--- src/rtl/instr_decode_stage.sv ---
`default_nettype none
// ============================================================================
//  Module      : instr_decode_stage
//  Description : MIPS-subset instruction decode stage. Decodes the IF/ID word
//                into ID/EX control, immediate and register-number fields,
//                inserts bubbles for invalid, flushed, illegal or stalled
//                instructions, and (optionally) detects load-use hazards.
//  Options     : define HAZARD_DETECT_EN to build the load-use stall logic;
//                without it stall_out is tied low.
//  Revision    : 1.0 - initial release
// ============================================================================
module instr_decode_stage (
  input  logic        clk,
  input  logic        rst_n,
  input  logic        valid_in,
  input  logic [31:0] instr_in,
  input  logic [31:0] pc_plus4_in,
  input  logic        flush,
  output logic [4:0]  rs_num,
  output logic [4:0]  rt_num,
  output logic        stall_out,
  output logic        ex_valid,
  output logic        ex_reg_write,
  output logic        ex_mem_read,
  output logic        ex_mem_write,
  output logic        ex_mem_to_reg,
  output logic        ex_alu_src,
  output logic        ex_branch_eq,
  output logic        ex_branch_ne,
  output logic        ex_jump,
  output logic        ex_jal,
  output logic [3:0]  ex_alu_op,
  output logic [4:0]  ex_write_reg,
  output logic [31:0] ex_imm,
  output logic [4:0]  ex_shamt,
  output logic [25:0] ex_jtarget,
  output logic [31:0] ex_pc_plus4,
  output logic        ex_illegal
);

  // Primary opcodes
  localparam logic [5:0] OP_RTYPE = 6'h00;
  localparam logic [5:0] OP_J     = 6'h02;
  localparam logic [5:0] OP_JAL   = 6'h03;
  localparam logic [5:0] OP_BEQ   = 6'h04;
  localparam logic [5:0] OP_BNE   = 6'h05;
  localparam logic [5:0] OP_ADDI  = 6'h08;
  localparam logic [5:0] OP_ADDIU = 6'h09;
  localparam logic [5:0] OP_SLTI  = 6'h0A;
  localparam logic [5:0] OP_ANDI  = 6'h0C;
  localparam logic [5:0] OP_ORI   = 6'h0D;
  localparam logic [5:0] OP_XORI  = 6'h0E;
  localparam logic [5:0] OP_LUI   = 6'h0F;
  localparam logic [5:0] OP_LW    = 6'h23;
  localparam logic [5:0] OP_SW    = 6'h2B;

  // R-type function codes
  localparam logic [5:0] FN_SLL  = 6'h00;
  localparam logic [5:0] FN_SRL  = 6'h02;
  localparam logic [5:0] FN_SRA  = 6'h03;
  localparam logic [5:0] FN_JR   = 6'h08;
  localparam logic [5:0] FN_ADD  = 6'h20;
  localparam logic [5:0] FN_ADDU = 6'h21;
  localparam logic [5:0] FN_SUB  = 6'h22;
  localparam logic [5:0] FN_SUBU = 6'h23;
  localparam logic [5:0] FN_AND  = 6'h24;
  localparam logic [5:0] FN_OR   = 6'h25;
  localparam logic [5:0] FN_XOR  = 6'h26;
  localparam logic [5:0] FN_NOR  = 6'h27;
  localparam logic [5:0] FN_SLT  = 6'h2A;

  // ALU function encoding seen by EX
  localparam logic [3:0] ALU_ADD = 4'd0;
  localparam logic [3:0] ALU_SUB = 4'd1;
  localparam logic [3:0] ALU_AND = 4'd2;
  localparam logic [3:0] ALU_OR  = 4'd3;
  localparam logic [3:0] ALU_XOR = 4'd4;
  localparam logic [3:0] ALU_NOR = 4'd5;
  localparam logic [3:0] ALU_SLT = 4'd6;
  localparam logic [3:0] ALU_SLL = 4'd7;
  localparam logic [3:0] ALU_SRL = 4'd8;
  localparam logic [3:0] ALU_SRA = 4'd9;
  localparam logic [3:0] ALU_LUI = 4'd10;

  logic [5:0]  opcode;
  logic [5:0]  funct;
  logic [4:0]  rd_num;
  logic [31:0] imm_sext;
  logic [31:0] imm_zext;
  logic [31:0] imm_lui;

  assign opcode   = instr_in[31:26];
  assign funct    = instr_in[5:0];
  assign rd_num   = instr_in[15:11];
  assign imm_sext = {{16{instr_in[15]}}, instr_in[15:0]};
  assign imm_zext = {16'h0000, instr_in[15:0]};
  assign imm_lui  = {instr_in[15:0], 16'h0000};

  // Register-file read numbers go out unregistered so the RF's own read
  // register lines up with the ID/EX outputs.
  assign rs_num = instr_in[25:21];
  assign rt_num = instr_in[20:16];

  logic        dec_reg_write;
  logic        dec_mem_read;
  logic        dec_mem_write;
  logic        dec_mem_to_reg;
  logic        dec_alu_src;
  logic        dec_branch_eq;
  logic        dec_branch_ne;
  logic        dec_jump;
  logic        dec_jal;
  logic [3:0]  dec_alu_op;
  logic [4:0]  dec_write_reg;
  logic [31:0] dec_imm;
  logic [4:0]  dec_shamt;
  logic [25:0] dec_jtarget;
  logic        dec_illegal;

  // Main decoder: the instruction in ID mapped onto ID/EX fields.
  always_comb begin
    dec_mem_read   = 1'b0;
    dec_mem_write  = 1'b0;
    dec_mem_to_reg = 1'b0;
    dec_alu_src    = 1'b0;
    dec_branch_eq  = 1'b0;
    dec_branch_ne  = 1'b0;
    dec_jump       = 1'b0;
    dec_jal        = 1'b0;
    dec_alu_op     = ALU_ADD;
    dec_write_reg  = 5'd0;
    dec_imm        = 32'd0;
    dec_shamt      = 5'd0;
    dec_jtarget    = 26'd0;
    dec_illegal    = 1'b0;
    case (opcode)
      OP_RTYPE: begin
        dec_write_reg = rd_num;
        case (funct)
          FN_ADD, FN_ADDU: dec_alu_op = ALU_ADD;
          FN_SUB, FN_SUBU: dec_alu_op = ALU_SUB;
          FN_AND:          dec_alu_op = ALU_AND;
          FN_OR:           dec_alu_op = ALU_OR;
          FN_XOR:          dec_alu_op = ALU_XOR;
          FN_NOR:          dec_alu_op = ALU_NOR;
          FN_SLT:          dec_alu_op = ALU_SLT;
          FN_SLL: begin
            dec_alu_op = ALU_SLL;
            dec_shamt  = instr_in[10:6];
          end
          FN_SRL: begin
            dec_alu_op = ALU_SRL;
            dec_shamt  = instr_in[10:6];
          end
          FN_SRA: begin
            dec_alu_op = ALU_SRA;
            dec_shamt  = instr_in[10:6];
          end
          FN_JR: begin
            dec_write_reg = 5'd0;
            dec_jump      = 1'b1;
          end
          default: begin
            dec_write_reg = 5'd0;
            dec_illegal   = 1'b1;
          end
        endcase
      end
      OP_ADDI, OP_ADDIU: begin
        dec_alu_src   = 1'b1;
        dec_write_reg = rt_num;
        dec_imm       = imm_sext;
      end
      OP_SLTI: begin
        dec_alu_src   = 1'b1;
        dec_alu_op    = ALU_SLT;
        dec_write_reg = rt_num;
        dec_imm       = imm_sext;
      end
      OP_ANDI: begin
        dec_alu_src   = 1'b1;
        dec_alu_op    = ALU_AND;
        dec_write_reg = rt_num;
        dec_imm       = imm_zext;
      end
      OP_ORI: begin
        dec_alu_src   = 1'b1;
        dec_alu_op    = ALU_OR;
        dec_write_reg = rt_num;
        dec_imm       = imm_zext;
      end
      OP_XORI: begin
        dec_alu_src   = 1'b1;
        dec_alu_op    = ALU_XOR;
        dec_write_reg = rt_num;
        dec_imm       = imm_zext;
      end
      OP_LUI: begin
        dec_alu_src   = 1'b1;
        dec_alu_op    = ALU_LUI;
        dec_write_reg = rt_num;
        dec_imm       = imm_lui;
      end
      OP_LW: begin
        dec_alu_src    = 1'b1;
        dec_mem_read   = 1'b1;
        dec_mem_to_reg = 1'b1;
        dec_write_reg  = rt_num;
        dec_imm        = imm_sext;
      end
      OP_SW: begin
        dec_alu_src   = 1'b1;
        dec_mem_write = 1'b1;
        dec_imm       = imm_sext;
      end
      OP_BEQ: begin
        dec_alu_op    = ALU_SUB;
        dec_branch_eq = 1'b1;
        dec_imm       = imm_sext;
      end
      OP_BNE: begin
        dec_alu_op    = ALU_SUB;
        dec_branch_ne = 1'b1;
        dec_imm       = imm_sext;
      end
      OP_J: begin
        dec_jump    = 1'b1;
        dec_jtarget = instr_in[25:0];
      end
      OP_JAL: begin
        dec_jump      = 1'b1;
        dec_jal       = 1'b1;
        dec_write_reg = 5'd31;
        dec_jtarget   = instr_in[25:0];
      end
      default: dec_illegal = 1'b1;
    endcase
  end

  // A write to $0 is never a real write, so reg_write follows the target.
  assign dec_reg_write = (dec_write_reg != 5'd0);

`ifdef HAZARD_DETECT_EN
  logic uses_rs;
  logic uses_rt;

  // Which source fields the instruction in ID actually reads.
  always_comb begin
    uses_rs = 1'b0;
    uses_rt = 1'b0;
    case (opcode)
      OP_RTYPE: begin
        uses_rt = 1'b1;
        uses_rs = !((funct == FN_SLL) || (funct == FN_SRL) || (funct == FN_SRA));
      end
      OP_SW, OP_BEQ, OP_BNE: begin
        uses_rs = 1'b1;
        uses_rt = 1'b1;
      end
      OP_ADDI, OP_ADDIU, OP_SLTI, OP_ANDI, OP_ORI, OP_XORI, OP_LW: uses_rs = 1'b1;
      default: begin
        uses_rs = 1'b0;
        uses_rt = 1'b0;
      end
    endcase
  end

  // Load-use: the load in EX has not produced its data yet. Flush and reset
  // both suppress the stall; illegal words read nothing.
  assign stall_out = rst_n && valid_in && !flush && !dec_illegal &&
                     ex_valid && ex_mem_read && (ex_write_reg != 5'd0) &&
                     ((uses_rs && (ex_write_reg == rs_num)) ||
                      (uses_rt && (ex_write_reg == rt_num)));
`else
  // Software schedules around load-use hazards in this build.
  assign stall_out = 1'b0;
`endif

  logic load_instr;
  assign load_instr = valid_in && !flush && !stall_out && !dec_illegal;

  // ID/EX pipeline register: decoded instruction or bubble every cycle.
  always_ff @(posedge clk) begin
    if (!rst_n) begin
      ex_valid      <= 1'b0;
      ex_reg_write  <= 1'b0;
      ex_mem_read   <= 1'b0;
      ex_mem_write  <= 1'b0;
      ex_mem_to_reg <= 1'b0;
      ex_alu_src    <= 1'b0;
      ex_branch_eq  <= 1'b0;
      ex_branch_ne  <= 1'b0;
      ex_jump       <= 1'b0;
      ex_jal        <= 1'b0;
      ex_alu_op     <= 4'd0;
      ex_write_reg  <= 5'd0;
      ex_imm        <= 32'd0;
      ex_shamt      <= 5'd0;
      ex_jtarget    <= 26'd0;
      ex_pc_plus4   <= 32'd0;
      ex_illegal    <= 1'b0;
    end else begin
      ex_pc_plus4   <= pc_plus4_in;
      ex_illegal    <= valid_in && !flush && dec_illegal;
      ex_valid      <= load_instr;
      ex_reg_write  <= load_instr && dec_reg_write;
      ex_mem_read   <= load_instr && dec_mem_read;
      ex_mem_write  <= load_instr && dec_mem_write;
      ex_mem_to_reg <= load_instr && dec_mem_to_reg;
      ex_alu_src    <= load_instr && dec_alu_src;
      ex_branch_eq  <= load_instr && dec_branch_eq;
      ex_branch_ne  <= load_instr && dec_branch_ne;
      ex_jump       <= load_instr && dec_jump;
      ex_jal        <= load_instr && dec_jal;
      ex_alu_op     <= load_instr ? dec_alu_op    : 4'd0;
      ex_write_reg  <= load_instr ? dec_write_reg : 5'd0;
      ex_imm        <= load_instr ? dec_imm       : 32'd0;
      ex_shamt      <= load_instr ? dec_shamt     : 5'd0;
      ex_jtarget    <= load_instr ? dec_jtarget   : 26'd0;
    end
  end

endmodule
`default_nettype wire

--- config.mk ---
export PLATFORM = sky130hd
export DESIGN_NAME = instr_decode_stage
export DESIGN_NICKNAME = d
export VERILOG_FILES = /design/src/rtl/instr_decode_stage.sv
export SDC_FILE = /design/constraint.sdc
export NUM_CORES = 1
export LEC_CHECK = 0
export BUFFER_PORTS_ARGS = -buffer_cell sky130_fd_sc_hd__buf_2
export CAP_MARGIN = 20
export CORE_MARGIN = 5
export CORE_UTILIZATION = 45
export DETAILED_ROUTE_END_ITERATION = 8
export GPL_TIMING_DRIVEN = 0
export PLACE_DENSITY = 0.78
export SETUP_SLACK_MARGIN = 0.15
export SLEW_MARGIN = 25
export SYNTH_ARGS = -nofsm -noshare
export SYNTH_HDL_FRONTEND = slang
export SYNTH_SLANG_ARGS = --single-unit
--- constraint.sdc ---
create_clock -name clk -period 1.6 [get_ports clk]
set_input_delay 0.08 -clock clk [delete_from_list [all_inputs] [get_ports clk]]
set_output_delay 0.08 -clock clk [all_outputs]
set_load 0.05 [all_outputs]
==> impl_metrics.sql, run 1 <==
INSERT INTO impl_metrics (metric_group, metric, value, unit) VALUES
('outcome', 'run_status', 'completed', ''),
('timing', 'final_period_minus_worst_setup_slack', '1350', 'ps'),
('setup_path', 'logic_depth_of_the_worst_setup_path_including_buffers', '7', ''),
('placed_design', 'dpl.hpwl', '8110', 'um'),
('cts', 'cts.root.buffer_cell', 'sky130_fd_sc_hd__clkbuf_8', ''),
('placed_design', 'port_buffers', '189', ''),
('worst_hold_path', 'worst_hold_startpoint', 'instr_in[31]', ''),
('global_route', 'gr-usage-all-layers', '23.8', '%'),
('detailed_routing', 'final_antenna_net_count', '0', ''),
('placed_design', 'gpl.final_weighted_congestion', '0.911', ''),
('setup_path', 'crit_path_arrival_time', '1720', 'ps'),
('global_route', 'globalRouteOverflowTotal', '0', ''),
('yosys', 'synth-seq-cells', '114', ''),
('detailed_routing', 'drt-vias-per-instance', '4.90', ''),
('timing', 'setup_viol', '0', ''),
('layout', 'drive_above_1_share', '42.1', '%'),
('floorplanning', 'num_rows', '34', ''),
('yosys', 'synth.yosys.warnings', '0', ''),
('detailed_routing', 'drc', '0', ''),
('setup_path', 'critPathRequiredTime', '1980', 'ps'),
('detailed_routing', 'wl_cell', '16.6', 'um'),
('setup_path', 'timing.setup.critical_path_class', 'in2reg', ''),
('setup_path', 'timing.critical_path.max_delay_family', 'buffers and inverters', ''),
('layout', 'areaGrowthSynthToFinish', '58.3', '%'),
('setup_path', 'stage_delay_of_the_slowest_cell_on_the_critical_path', '620', 'ps'),
('timing', 'timing.final.ws_setup', '253', 'ps'),
('layout', 'top_regs', 'ex_imm (32), ex_pc_plus4 (32), ex_jtarget (26)', ''),
('floorplanning', 'dieArea', '10800', 'sq um'),
('yosys', 'synth-compound-area-share', '10.3', '%'),
('cts', 'clock_path_buffers', '2', ''),
('yosys', 'synth_xor_xnor_area_share', '0.220', '%'),
('detailed_routing', 'number_of_drc_violations_after_detailed_routing_iteration_0', '170', ''),
('power', 'p_per_area', '1180', 'nW/um^2'),
('setup_path', 'setup.worst_path.start_class', 'input port', ''),
('placed_design', 'pre_cts_slack', '-297', 'ps'),
('global_route', 'grt_antenna_before_repair', '0', ''),
('yosys', 'synth_fp_nets', '446', ''),
('yosys', 'basic_gate_share_of_the_synthesized_area_counting_and_or_nand_and_nor_cells', '24.3', '%'),
('floorplanning', 'chip_width', '104', 'um'),
('job', 'drv_cap', '0', ''),
('timing', 'min_period_over_period', '84.2', '%'),
('setup_path', 'setup.worst_path.start', 'instr_in[0]', ''),
('setup_path', 'setup.worst_path.end_class', 'flop', ''),
('cts', 'post-cts-setup-buffer-count', '0', ''),
('yosys', 'yosysSeqAreaShare', '57.3', '%'),
('global_route', 'vias_in_the_first_global_route', '4015', ''),
('detailed_routing', 'num_vias', '3770', ''),
('floorplanning', 'floorplan.die.height', '104', 'um'),
('worst_hold_path', 'timing.hold.worst.class', 'in2reg', ''),
('timing', 'rsz_0062_raised_after_global_routing', 'false', ''),
('cts', 'path_clk_slew', '60', 'ps'),
('cts', 'cts_tree', 'built', ''),
('floorplanning', 'start_util', '45.9', '%'),
('yosys', 'synth.mux.area_fraction', '0.785', '%'),
('setup_path', 'crit_chain', 'buf_2 > dlygate4sd3_1 > inv_1 > o21ai_0 > a21oi_2 > a21oi_1 > a41oi_2', ''),
('power', 'power.leakage', '3.09', 'nW'),
('worst_hold_path', 'holdPathStages', '4', ''),
('yosys', 'ys_async_sr_fraction', '0', '%'),
('yosys', 'dominantRegCellSynth', 'sky130_fd_sc_hd__dfxtp_1', ''),
('setup_path', 'timing.critical_path.fanout_max', '7', ''),
('floorplanning', 'fp.coreArea', '8680', 'sq um'),
('layout', 'n_antenna_cell', '0', ''),
('yosys', 'yosysUniqueCellTypes', '50', ''),
('yosys', 'syn-cell-area', '3980', 'sq um'),
('layout', 'fin_util', '72.7', '%'),
('cts', 'cts_max_level', '4', ''),
('cts', 'cts.sinks', '114', ''),
('yosys', 'synth_edf_count', '0', ''),
('setup_path', 'critPathBufInv', '3', ''),
('floorplanning', 'boundaryPins', '194', ''),
('global_route', 'grt_first_pass_wirelength', '20800', 'um');
## what timing repair did
item | in CTS | in global routing
endpoints found under the hold margin | 97 | 0
gates resized for setup | 0 | 6
hold buffers | 63 | 0
endpoints found under the setup margin | 0 | 17
## Yosys cell counts, types with 3 or more instances
cell type / instances / area, sq um
sky130_fd_sc_hd__nor3b_2: 13 / 163
sky130_fd_sc_hd__dfxtp_1: 114 / 2280
sky130_fd_sc_hd__and3_1: 31 / 194
sky130_fd_sc_hd__or3_1: 3 / 18.8
sky130_fd_sc_hd__buf_6: 5 / 56.3
sky130_fd_sc_hd__and2_1: 34 / 213
sky130_fd_sc_hd__nor2b_1: 5 / 31.3
sky130_fd_sc_hd__inv_1: 6 / 22.5
sky130_fd_sc_hd__nor4_1: 3 / 18.8
sky130_fd_sc_hd__clkbuf_1: 10 / 37.5
sky130_fd_sc_hd__o21ai_0: 7 / 35.0
sky130_fd_sc_hd__buf_4: 15 / 113
sky130_fd_sc_hd__nor2_1: 16 / 60.1
sky130_fd_sc_hd__nand2_1: 21 / 78.8
sky130_fd_sc_hd__buf_2: 9 / 45.0
sky130_fd_sc_hd__nor3b_1: 5 / 37.5
sky130_fd_sc_hd__nor3_2: 3 / 30.0
sky130_fd_sc_hd__a22oi_1: 4 / 30.0
sky130_fd_sc_hd__a21oi_1: 34 / 170
## where the power goes
part	internal [mW]	switching, mW	total (mW)
sequential	2.89	0.0129	2.90
combinational	0.304	0.480	0.784
clock	2.46	1.33	3.79
## cells by family (layout without fill, tap and decap cells)
group,count (synthesis),count (layout)
compound gates,63,63
xor+xnor,1,1
buf+inv,46,330
flops,114,114
mux,3,3
other cells,1,1
simple gates,150,150
## layer usage
| metal | part of all wire (%) | up-vias | global-route usage, % |
|---|---|---|---|
| met5 | 0 | - | 0 |
| met4 | 2.4 | 0 | 9.90 |
| met3 | 7.8 | 26 | 9.31 |
| met2 | 53 | 152 | 43.0 |
| met1 | 37 | 1769 | 24.3 |
| li1 | - | 1823 | - |
## worst min-delay path, stage by stage
cell	delay, ps
sky130_fd_sc_hd__buf_2	170
sky130_fd_sc_hd__nor3b_2	100
sky130_fd_sc_hd__nand2_1	60
sky130_fd_sc_hd__a21oi_1	60
## final timing paths
path	end	slack, ps
setup / recovery	ex_reg_write	250
hold / removal	ex_alu_op[2]	20
## placed cells by master (no fill, tap or decap), types with 2 or more instances in the layout
| master | count |
|---|---|
| sky130_fd_sc_hd__nor2b_1 | 5 |
| sky130_fd_sc_hd__nand2_2 | 2 |
| sky130_fd_sc_hd__a31oi_1 | 2 |
| sky130_fd_sc_hd__clkbuf_16 | 16 |
| sky130_fd_sc_hd__dlygate4sd3_1 | 63 |
| sky130_fd_sc_hd__clkinv_2 | 3 |
| sky130_fd_sc_hd__dfxtp_1 | 114 |
| sky130_fd_sc_hd__buf_6 | 5 |
| sky130_fd_sc_hd__clkbuf_1 | 9 |
| sky130_fd_sc_hd__nor4_1 | 3 |
| sky130_fd_sc_hd__nor3b_2 | 14 |
| sky130_fd_sc_hd__clkbuf_2 | 2 |
| sky130_fd_sc_hd__a21oi_1 | 33 |
| sky130_fd_sc_hd__mux2i_1 | 2 |
| sky130_fd_sc_hd__nand2_1 | 21 |
| sky130_fd_sc_hd__inv_1 | 6 |
| sky130_fd_sc_hd__and2_1 | 34 |
| sky130_fd_sc_hd__nor3_2 | 3 |
| sky130_fd_sc_hd__o211ai_1 | 2 |
| sky130_fd_sc_hd__clkinvlp_4 | 2 |
| sky130_fd_sc_hd__and3_1 | 31 |
| sky130_fd_sc_hd__nor3b_1 | 4 |
| sky130_fd_sc_hd__buf_4 | 15 |
| sky130_fd_sc_hd__or3_1 | 3 |
| sky130_fd_sc_hd__nand3_1 | 2 |
| sky130_fd_sc_hd__bufinv_16 | 3 |
| sky130_fd_sc_hd__or4_1 | 2 |
| sky130_fd_sc_hd__or2_2 | 2 |
| sky130_fd_sc_hd__o21ai_0 | 7 |
| sky130_fd_sc_hd__nor3_1 | 2 |
| sky130_fd_sc_hd__inv_6 | 2 |
| sky130_fd_sc_hd__buf_2 | 198 |
| sky130_fd_sc_hd__clkbuf_8 | 3 |
| sky130_fd_sc_hd__clkinv_4 | 2 |
| sky130_fd_sc_hd__a22oi_1 | 4 |
| sky130_fd_sc_hd__o211a_1 | 2 |
| sky130_fd_sc_hd__nor2_1 | 16 |
## stage by stage
| step | hold WS, ps | std cells | setup TNS (ps) | instance area (sq um) | total power [mW] |
|---|---|---|---|---|---|
| 3_5_place_dp | 288 | 675 | -12650 | 5060 | 3.60 |
| 3_3_place_gp | 286 | 675 | -9200 | 5060 | 3.59 |
| 4_1_cts | 15.9 | 770 | 0 | 6300 | 7.48 |
| 2_1_floorplan | 202 | 378 | 0 | 3980 | 3.39 |
| 6_report | 17.5 | 770 | 0 | 6310 | 7.47 |
| 5_1_grt | 12.1 | 770 | 0 | 6310 | 7.72 |
## layout make-up
type                       instances  area [sq um]
fill                             586          2370
sequential                       114          2280
timing repair buffer             252          1580
multi-input combinational        218          1430
clock buffer                      20           445
buffer                            39           254
clock inverter                    12           155
tap                              108           135
inverter                           7          28.8
Power figures use the tool's default switching activity.
==> inputs of run 2 (changes only) <==
--- a/config.mk
+++ b/config.mk
@@ -5,13 +5,14 @@
 export SDC_FILE = /design/constraint.sdc
 export NUM_CORES = 1
 export LEC_CHECK = 0
+export ABC_AREA = 1
 export BUFFER_PORTS_ARGS = -buffer_cell sky130_fd_sc_hd__buf_2
 export CAP_MARGIN = 20
 export CORE_MARGIN = 5
 export CORE_UTILIZATION = 45
 export DETAILED_ROUTE_END_ITERATION = 8
 export GPL_TIMING_DRIVEN = 0
-export PLACE_DENSITY = 0.78
+export PLACE_DENSITY = 0.79
 export SETUP_SLACK_MARGIN = 0.15
 export SLEW_MARGIN = 25
 export SYNTH_ARGS = -nofsm -noshare
==> constraint.sdc (replaced) <==
create_clock -name clk -period 1.3 [get_ports clk]
set_input_delay 0.065 -clock clk [delete_from_list [all_inputs] [get_ports clk]]
set_output_delay 0.065 -clock clk [all_outputs]
set_load 0.05 [all_outputs]
==> run 2 against run 1 <==
Hold slack better by 28 ps. Area after synthesis down 0.50%. Core utilization is 8.5 points higher. Largest power group unchanged.
==> impl_metrics.sql, run 2 <==
INSERT INTO impl_metrics (metric_group, metric, value, unit) VALUES
('detailed_routing', 'number_of_drc_violations_after_detailed_routing_iteration_0', '185', ''),
('detailed_routing', 'routed_wl', '14500', 'um'),
('timing', 'final_period_minus_worst_setup_slack', '1150', 'ps'),
('layout', 'layout_nets', '817', ''),
('setup_path', 'setup.worst_path.end_class', 'primary output', ''),
('cts', 'cts_tree', 'built', ''),
('timing', 'setup_viol', '0', ''),
('yosys', 'postSynthAreaPerCell', '8.73', 'sq um'),
('yosys', 'synth.yosys.warnings', '0', ''),
('timing', 'max_freq', '868', 'MHz'),
('timing', 'setup_total_negative_slack', '0', 'ps'),
('setup_path', 'critical_path_endpoint', 'ex_mem_to_reg', ''),
('floorplanning', 'dieArea', '10800', 'sq um'),
('power', 'switching_share', '24.4', '%'),
('global_route', 'grt_antenna_before_repair', '0', ''),
('cts', 'clock_path_buffers', '2', ''),
('timing', 'timing_worst_slew_pin_value', '596', 'ps'),
('yosys', 'yosys.area.top_type', 'sky130_fd_sc_hd__dfxtp_1', ''),
('cts', 'cts_max_level', '4', ''),
('power', 'p_per_area', '1370', 'nW/um^2'),
('detailed_routing', 'topRoutingLayerUsed', 'met4', ''),
('placed_design', 'placed_cells', '752', ''),
('cts', 'cts_made_buffers', '17', ''),
('placed_design', 'port_buffers', '190', ''),
('timing', 'rsz_0062_raised_after_global_routing', 'true', ''),
('layout', 'areaGrowthSynthToFinish', '76.8', '%'),
('setup_path', 'timing.setup.critical_path_class', 'reg2out', ''),
('floorplanning', 'floorplan.die.height', '104', 'um'),
('job', 'drv_cap', '0', ''),
('placed_design', 'dpl.hpwl', '8730', 'um'),
('power', 'switching_power', '2.34', 'mW'),
('cts', 'cts.sinks', '114', ''),
('cts', 'path_clk_slew', '50', 'ps'),
('timing', 'timing_hold_violations_final', '0', ''),
('placed_design', 'pre_cts_slack', '-366', 'ps'),
('outcome', 'run_status', 'completed', ''),
('setup_path', 'timing.critical_path.fanout_max', '2', ''),
('setup_path', 'critPathRequiredTime', '1240', 'ps'),
('detailed_routing', 'wl_cell', '16.7', 'um'),
('setup_path', 'crit_path_arrival_time', '1090', 'ps'),
('detailed_routing', 'route.met3.wl', '1690', 'um'),
('setup_path', 'crit_chain', 'buf_6 > buf_8', ''),
('detailed_routing', 'drc', '0', ''),
('setup_path', 'setup.worst_path.start_class', 'flop', ''),
('yosys', 'syn-cell-area', '3960', 'sq um'),
('yosys', 'synth_edf_count', '0', ''),
('floorplanning', 'chip_width', '104', 'um'),
('yosys', 'synthMostInstantiatedCell', 'sky130_fd_sc_hd__dfxtp_1', ''),
('yosys', 'synth_fp_nets', '522', ''),
('yosys', 'synth_commonest_cells', '114 x sky130_fd_sc_hd__dfxtp_1, 77 x sky130_fd_sc_hd__nor2_1, 70 x sky130_fd_sc_hd__inv_1', ''),
('timing', 'timing.final.ws_setup', '147', 'ps'),
('layout', 'mostFrequentLayoutCell', 'sky130_fd_sc_hd__dfxtp_1', ''),
('yosys', 'ys_async_sr_fraction', '0', '%'),
('detailed_routing', 'firstDrtPassIters', '5', ''),
('detailed_routing', 'final_antenna_net_count', '0', ''),
('yosys', 'synth-seq-cells', '114', ''),
('global_route', 'globalRouteOverflowTotal', '0', ''),
('floorplanning', 'fp.coreArea', '8640', 'sq um'),
('layout', 'layoutNonFillerInstCount', '870', ''),
('floorplanning', 'start_util', '45.9', '%'),
('layout', 'multiInputGateArea', '1240', 'sq um'),
('yosys', 'yosysUniqueCellTypes', '31', ''),
('global_route', 'grt_first_pass_wirelength', '22000', 'um'),
('timing', 'min_period_over_period', '88.7', '%'),
('yosys', 'syn-instance-count', '454', ''),
('power', 'power.leakage', '3.58', 'nW'),
('layout', 'seqCellArea', '2280', 'sq um'),
('timing', 'final-max-slew-violation-count', '0', ''),
('yosys', 'dominantRegCellSynth', 'sky130_fd_sc_hd__dfxtp_1', ''),
('detailed_routing', 'drt-vias-per-instance', '4.76', ''),
('power', 'cellInternalPower', '7.26', 'mW'),
('layout', 'num-fill-cells', '482', ''),
('power', 'pwr-share-clk', '51.3', '%'),
('placed_design', 'post_dp_cell_area', '5110', 'sq um'),
('power', 'power.sequential.fraction', '37.3', '%'),
('yosys', 'synth.area.top_cells', 'sky130_fd_sc_hd__dfxtp_1 58%, sky130_fd_sc_hd__nor2_1 7.3%, sky130_fd_sc_hd__inv_1 6.6%, sky130_fd_sc_hd__nand2_1 5.6%, sky130_fd_sc_hd__nor3_2 5.1%', ''),
('detailed_routing', 'detail_route.wirelength.met1', '5220', 'um'),
('detailed_routing', 'route.met2.wl', '7270', 'um'),
('global_route', 'grt_start_max_net_pins', '17', ''),
('floorplanning', 'num_rows', '34', ''),
('cts', 'cts.root.buffer_cell', 'sky130_fd_sc_hd__clkbuf_8', ''),
('layout', 'most-common-layout-cells', '113 x sky130_fd_sc_hd__dfxtp_1, 86 x sky130_fd_sc_hd__buf_4, 78 x sky130_fd_sc_hd__buf_2', ''),
('layout', 'n_antenna_cell', '0', ''),
('worst_hold_path', 'timing.hold.worst.class', 'in2reg', ''),
('floorplanning', 'boundaryPins', '194', ''),
('layout', 'final_cell_area', '7010', 'sq um'),
('layout', 'top_regs', 'ex_imm (32), ex_pc_plus4 (32), ex_jtarget (26)', ''),
('detailed_routing', 'num_vias', '4141', ''),
('yosys', 'yosysSeqAreaShare', '57.6', '%'),
('timing', 'max-slew-margin-rel', '60.3', '%'),
('power', 'combPwrFrac', '11.4', '%'),
('yosys', 'portion_of_synthesized_cell_area_occupied_by_the_leading_cell_type', '57.6', '%'),
('setup_path', 'stage_delay_of_the_slowest_cell_on_the_critical_path', '350', 'ps'),
('global_route', 'vias_in_the_first_global_route', '4375', ''),
('power', 'maximum_vdd_drop', '1120', 'uV'),
('layout', 'drive_above_1_share', '40.4', '%'),
('global_route', 'gr-usage-all-layers', '25.3', '%'),
('timing', 'worst_hold_slack', '45.4', 'ps'),
('setup_path', 'timing.critical_path.slowest_stage_cell', 'sky130_fd_sc_hd__dfxtp_2', ''),
('setup_path', 'setup.worst_path.start', 'ex_mem_to_reg', ''),
('placed_design', 'gpl.final_weighted_congestion', '0.870', '');
## run 2: cell types whose count changed after synthesis, moves of 8 or more
cell,before,now
sky130_fd_sc_hd__nor2_1,16,77
sky130_fd_sc_hd__and3_1,31,0
sky130_fd_sc_hd__inv_1,6,70
sky130_fd_sc_hd__inv_2,0,8
sky130_fd_sc_hd__nor3_2,3,20
sky130_fd_sc_hd__and2_1,34,0
sky130_fd_sc_hd__nor3b_2,13,0
sky130_fd_sc_hd__nand3_1,2,17
sky130_fd_sc_hd__a21oi_1,34,23
sky130_fd_sc_hd__nand2_1,21,59
## run 2: worst min path at each step
stage / depth (start not counted) / startpoint / slack (ps) / endpoint
6_report: 5 / instr_in[1] / 50 / ex_alu_op[3]
3_3_place_gp: 3 / pc_plus4_in[26] / 240 / ex_pc_plus4[26]
2_1_floorplan: 2 / pc_plus4_in[0] / 160 / ex_pc_plus4[0]
3_5_place_dp: 3 / pc_plus4_in[19] / 250 / ex_pc_plus4[19]
4_1_cts: 4 / instr_in[1] / 20 / ex_alu_op[1]
5_1_grt: 4 / instr_in[27] / 60 / ex_imm[1]
## run 2: cells by family (layout without fill, tap and decap cells)
group           after synthesis  after routing  share of synthesized area (%)
simple gates                193            193                           24.4
buf+inv                     108            416                           12.6
flops                       114            114                           57.6
other cells                   1              1                         0.0946
compound gates               38             38                           5.30
## run 2: metal layers
metal  vias to the layer above  global-route usage, %
li1                       1962                      -
met4                         0                   10.9
met5                         -                      0
met3                        35                   11.2
met2                       250                   43.6
met1                      1894                   26.7
## run 2: final cells by class
type                            count  area share [%]
Multi-Input combinational cell    232            17.7
Sequential cell                   114            32.6
Tap cell                          108            1.93
Clock buffer                       20            6.50
Inverter                           80            4.54
Clock inverter                     12            2.55
Timing Repair Buffer              276            30.3
Buffer                             28            3.80
## run 2: repair_timing
item                                    CTS  global route
endpoints found under the hold margin   106             0
pin swaps                                 0             2
hold buffers                             75             0
gates resized for setup                  67            83
buffers inserted                          0             9
endpoints found under the setup margin   64           121
cloned                                    0             2
## run 2: per-stage QoR
step / util (%) / total power [mW]
2_1_floorplan: - / 4.19
3_3_place_gp: 59.2 / 4.44
3_5_place_dp: 59.2 / 4.45
4_1_cts: 77.2 / 9.52
5_1_grt: 81.1 / 9.84
6_report: 81.1 / 9.60
## run 2: power groups by stage
| stage | combinational (mW) | clock (mW) | sequential, mW |
|---|---|---|---|
| 3_3_place_gp | 0.796 | 0 | 3.64 |
| 3_5_place_dp | 0.812 | 0 | 3.64 |
| 2_1_floorplan | 0.341 | 0 | 3.85 |
| 5_1_grt | 1.16 | 5.10 | 3.58 |
| 4_1_cts | 1.01 | 4.94 | 3.57 |
| 6_report | 1.10 | 4.92 | 3.58 |
## run 2: worst max-delay path, delay by kind of cell, from the launching register on
| family | cells | cell delay [ps] |
|---|---|---|
| flip-flops | 1 | 350 |
| buffers and inverters | 2 | 240 |
==> inputs of run 3 (changes only) <==
--- a/config.mk
+++ b/config.mk
@@ -5,14 +5,13 @@
 export SDC_FILE = /design/constraint.sdc
 export NUM_CORES = 1
 export LEC_CHECK = 0
-export ABC_AREA = 1
 export BUFFER_PORTS_ARGS = -buffer_cell sky130_fd_sc_hd__buf_2
 export CAP_MARGIN = 20
 export CORE_MARGIN = 5
 export CORE_UTILIZATION = 45
 export DETAILED_ROUTE_END_ITERATION = 8
 export GPL_TIMING_DRIVEN = 0
-export PLACE_DENSITY = 0.79
+export PLACE_DENSITY = 0.78
 export SETUP_SLACK_MARGIN = 0.15
 export SLEW_MARGIN = 25
 export SYNTH_ARGS = -nofsm -noshare
==> run 3 against run 2 <==
Global-route usage decreased by 0.66 points. Clock-buffer cell count unchanged. Wire length decreased by 2.3%. Hold slack got worse by 42 ps. Core utilization decreased by 2.8 points. Maximum frequency decreased by 1.7%. Design area decreased by 3.0%. Sequential power about the same. Die area increased by 0.45%. Critical endpoint is now ex_jtarget[1]. Largest cell class is now flip-flops and latches.
==> impl_metrics.sql, run 3 (same netlist as run 1, synthesis figures left out) <==
INSERT INTO impl_metrics (metric_group, metric, value, unit) VALUES
('detailed_routing', 'drc', '0', ''),
('setup_path', 'timing.critical_path.fanout_max', '8', ''),
('placed_design', 'dpl.hpwl', '8540', 'um'),
('layout', 'n_antenna_cell', '0', ''),
('global_route', 'grt_antenna_before_repair', '1', ''),
('cts', 'clock_path_buffers', '2', ''),
('power', 'overall_power_consumption', '9.29', 'mW'),
('layout', 'mostFrequentLayoutCell', 'sky130_fd_sc_hd__dfxtp_1', ''),
('global_route', 'vias_in_the_first_global_route', '4066', ''),
('global_route', 'grt_start_max_net_pins', '17', ''),
('timing', 'timing_worst_slew_pin_value', '504', 'ps'),
('cts', 'cts_max_level', '4', ''),
('layout', 'most-common-layout-cells', '112 x sky130_fd_sc_hd__dfxtp_1, 91 x sky130_fd_sc_hd__buf_4, 76 x sky130_fd_sc_hd__buf_2', ''),
('outcome', 'run_status', 'completed', ''),
('detailed_routing', 'final_antenna_net_count', '0', ''),
('global_route', 'grt_first_pass_wirelength', '21400', 'um'),
('timing', 'timing_hold_violations_final', '0', ''),
('power', 'maximum_vdd_drop', '906', 'uV'),
('timing', 'max_freq', '852', 'MHz'),
('detailed_routing', 'drt-vias-per-instance', '5.11', ''),
('setup_path', 'critPathRequiredTime', '1700', 'ps'),
('cts', 'path_clk_slew', '50', 'ps'),
('placed_design', 'gpl.final_weighted_congestion', '0.839', ''),
('floorplanning', 'boundaryPins', '194', ''),
('layout', 'drive_above_1_share', '44.7', '%'),
('job', 'drv_cap', '0', ''),
('timing', 'min_period_over_period', '90.2', '%'),
('cts', 'cts.sinks', '114', ''),
('floorplanning', 'chip_width', '104', 'um'),
('placed_design', 'post_dp_cell_area', '5090', 'sq um'),
('floorplanning', 'num_rows', '34', ''),
('worst_hold_path', 'timing.hold.worst.class', 'in2reg', ''),
('timing', 'rsz_0062_raised_after_global_routing', 'true', ''),
('cts', 'cts_made_buffers', '17', ''),
('detailed_routing', 'wl_cell', '18.3', 'um'),
('global_route', 'globalRouteOverflowTotal', '0', ''),
('layout', 'top_regs', 'ex_imm (32), ex_pc_plus4 (32), ex_jtarget (26)', ''),
('setup_path', 'timing.setup.critical_path_class', 'in2reg', ''),
('detailed_routing', 'num_vias', '3969', ''),
('placed_design', 'port_buffers', '189', ''),
('cts', 'cts.root.buffer_cell', 'sky130_fd_sc_hd__clkbuf_8', ''),
('power', 'power.leakage', '3.13', 'nW'),
('timing', 'final-max-slew-violation-count', '0', ''),
('floorplanning', 'fp.coreArea', '8680', 'sq um'),
('layout', 'areaGrowthSynthToFinish', '70.6', '%'),
('cts', 'cts_tree', 'built', ''),
('timing', 'setup_viol', '0', ''),
('detailed_routing', 'routed_wl', '14200', 'um'),
('setup_path', 'setup.worst_path.start_class', 'input port', ''),
('layout', 'num-fill-cells', '474', ''),
('setup_path', 'crit_path_arrival_time', '1570', 'ps'),
('timing', 'max-slew-margin-rel', '66.4', '%'),
('global_route', 'gr-usage-all-layers', '24.7', '%'),
('layout', 'final_cell_area', '6800', 'sq um'),
('floorplanning', 'dieArea', '10800', 'sq um'),
('power', 'p_per_area', '1370', 'nW/um^2'),
('detailed_routing', 'firstDrtPassIters', '5', ''),
('detailed_routing', 'number_of_drc_violations_after_detailed_routing_iteration_0', '238', ''),
('setup_path', 'setup.worst_path.end_class', 'flop', ''),
('timing', 'final_period_minus_worst_setup_slack', '1170', 'ps'),
('floorplanning', 'floorplan.die.height', '104', 'um'),
('floorplanning', 'start_util', '45.9', '%'),
('layout', 'layout_nets', '724', '');
-- run 3: report_power, final --
| part | internal, mW | leakage (nW) | switching (mW) |
|---|---|---|---|
| Clock | 3.02 | 0.280 | 1.63 |
| Combinational | 0.434 | 1.92 | 0.630 |
| Sequential | 3.56 | 0.928 | 0.0192 |
| Total | 7.01 | 3.13 | 2.28 |
-- run 3: final timing paths --
path	from	endpoint	slack, ps	cells after the start
max	instr_in[28]	ex_jtarget[1]	130	7
min	instr_in[4]	ex_alu_op[2]	3	4
-- run 3: final cells by class --
| cell class | count | area [sq um] | area share [%] |
|---|---|---|---|
| inverter | 7 | 28.8 | 0.423 |
| sequential | 114 | 2280 | 33.6 |
| clock buffer | 20 | 445 | 6.55 |
| multi-input combinational | 219 | 1500 | 22.1 |
| buffer | 39 | 285 | 4.20 |
| clock inverter | 12 | 155 | 2.28 |
| timing repair buffer | 258 | 1960 | 28.8 |
| tap | 108 | 135 | 1.99 |
-- run 3: through the flow --
| step | hold slack, ps | util, % | setup slack, ps | std cells | TNS (ps) |
|---|---|---|---|---|---|
| after floorplan | 187 | - | -80.6 | 378 | -4080 |
| after global routing | 3.82 | 78.3 | 67.7 | 777 | 0 |
| final | 3.24 | 78.3 | 127 | 777 | 0 |
| after global placement | 270 | 58.7 | -476 | 675 | -28120 |
| after detailed placement | 275 | 58.7 | -504 | 675 | -30440 |
| after CTS | -182 | 75.1 | 111 | 772 | 0 |
-- run 3: per-layer routing --
layer	vias to the layer above	share of wire [%]	GRT usage [%]
met2	224	53	44.4
met3	40	7.9	9.25
met5	-	0.049	0
li1	1837	-	-
met1	1866	36	25.8
met4	2	2.9	9.53
-- run 3: repair_timing --
action,CTS,global route
gates cloned,1,1
hold buffers,63,2
endpoints found under the setup margin,96,139
pin swaps,1,6
gates resized for setup,66,111
endpoints found under the hold margin,101,1
buffers inserted,1,2
-- run 3: worst max-delay path, cell delays in order --
cell                       delay [ps]
sky130_fd_sc_hd__clkbuf_4         170
sky130_fd_sc_hd__nor4_4           420
sky130_fd_sc_hd__nand2_2          180
sky130_fd_sc_hd__o211ai_4         330
sky130_fd_sc_hd__inv_4            100
sky130_fd_sc_hd__buf_6            150
sky130_fd_sc_hd__and3_1           160
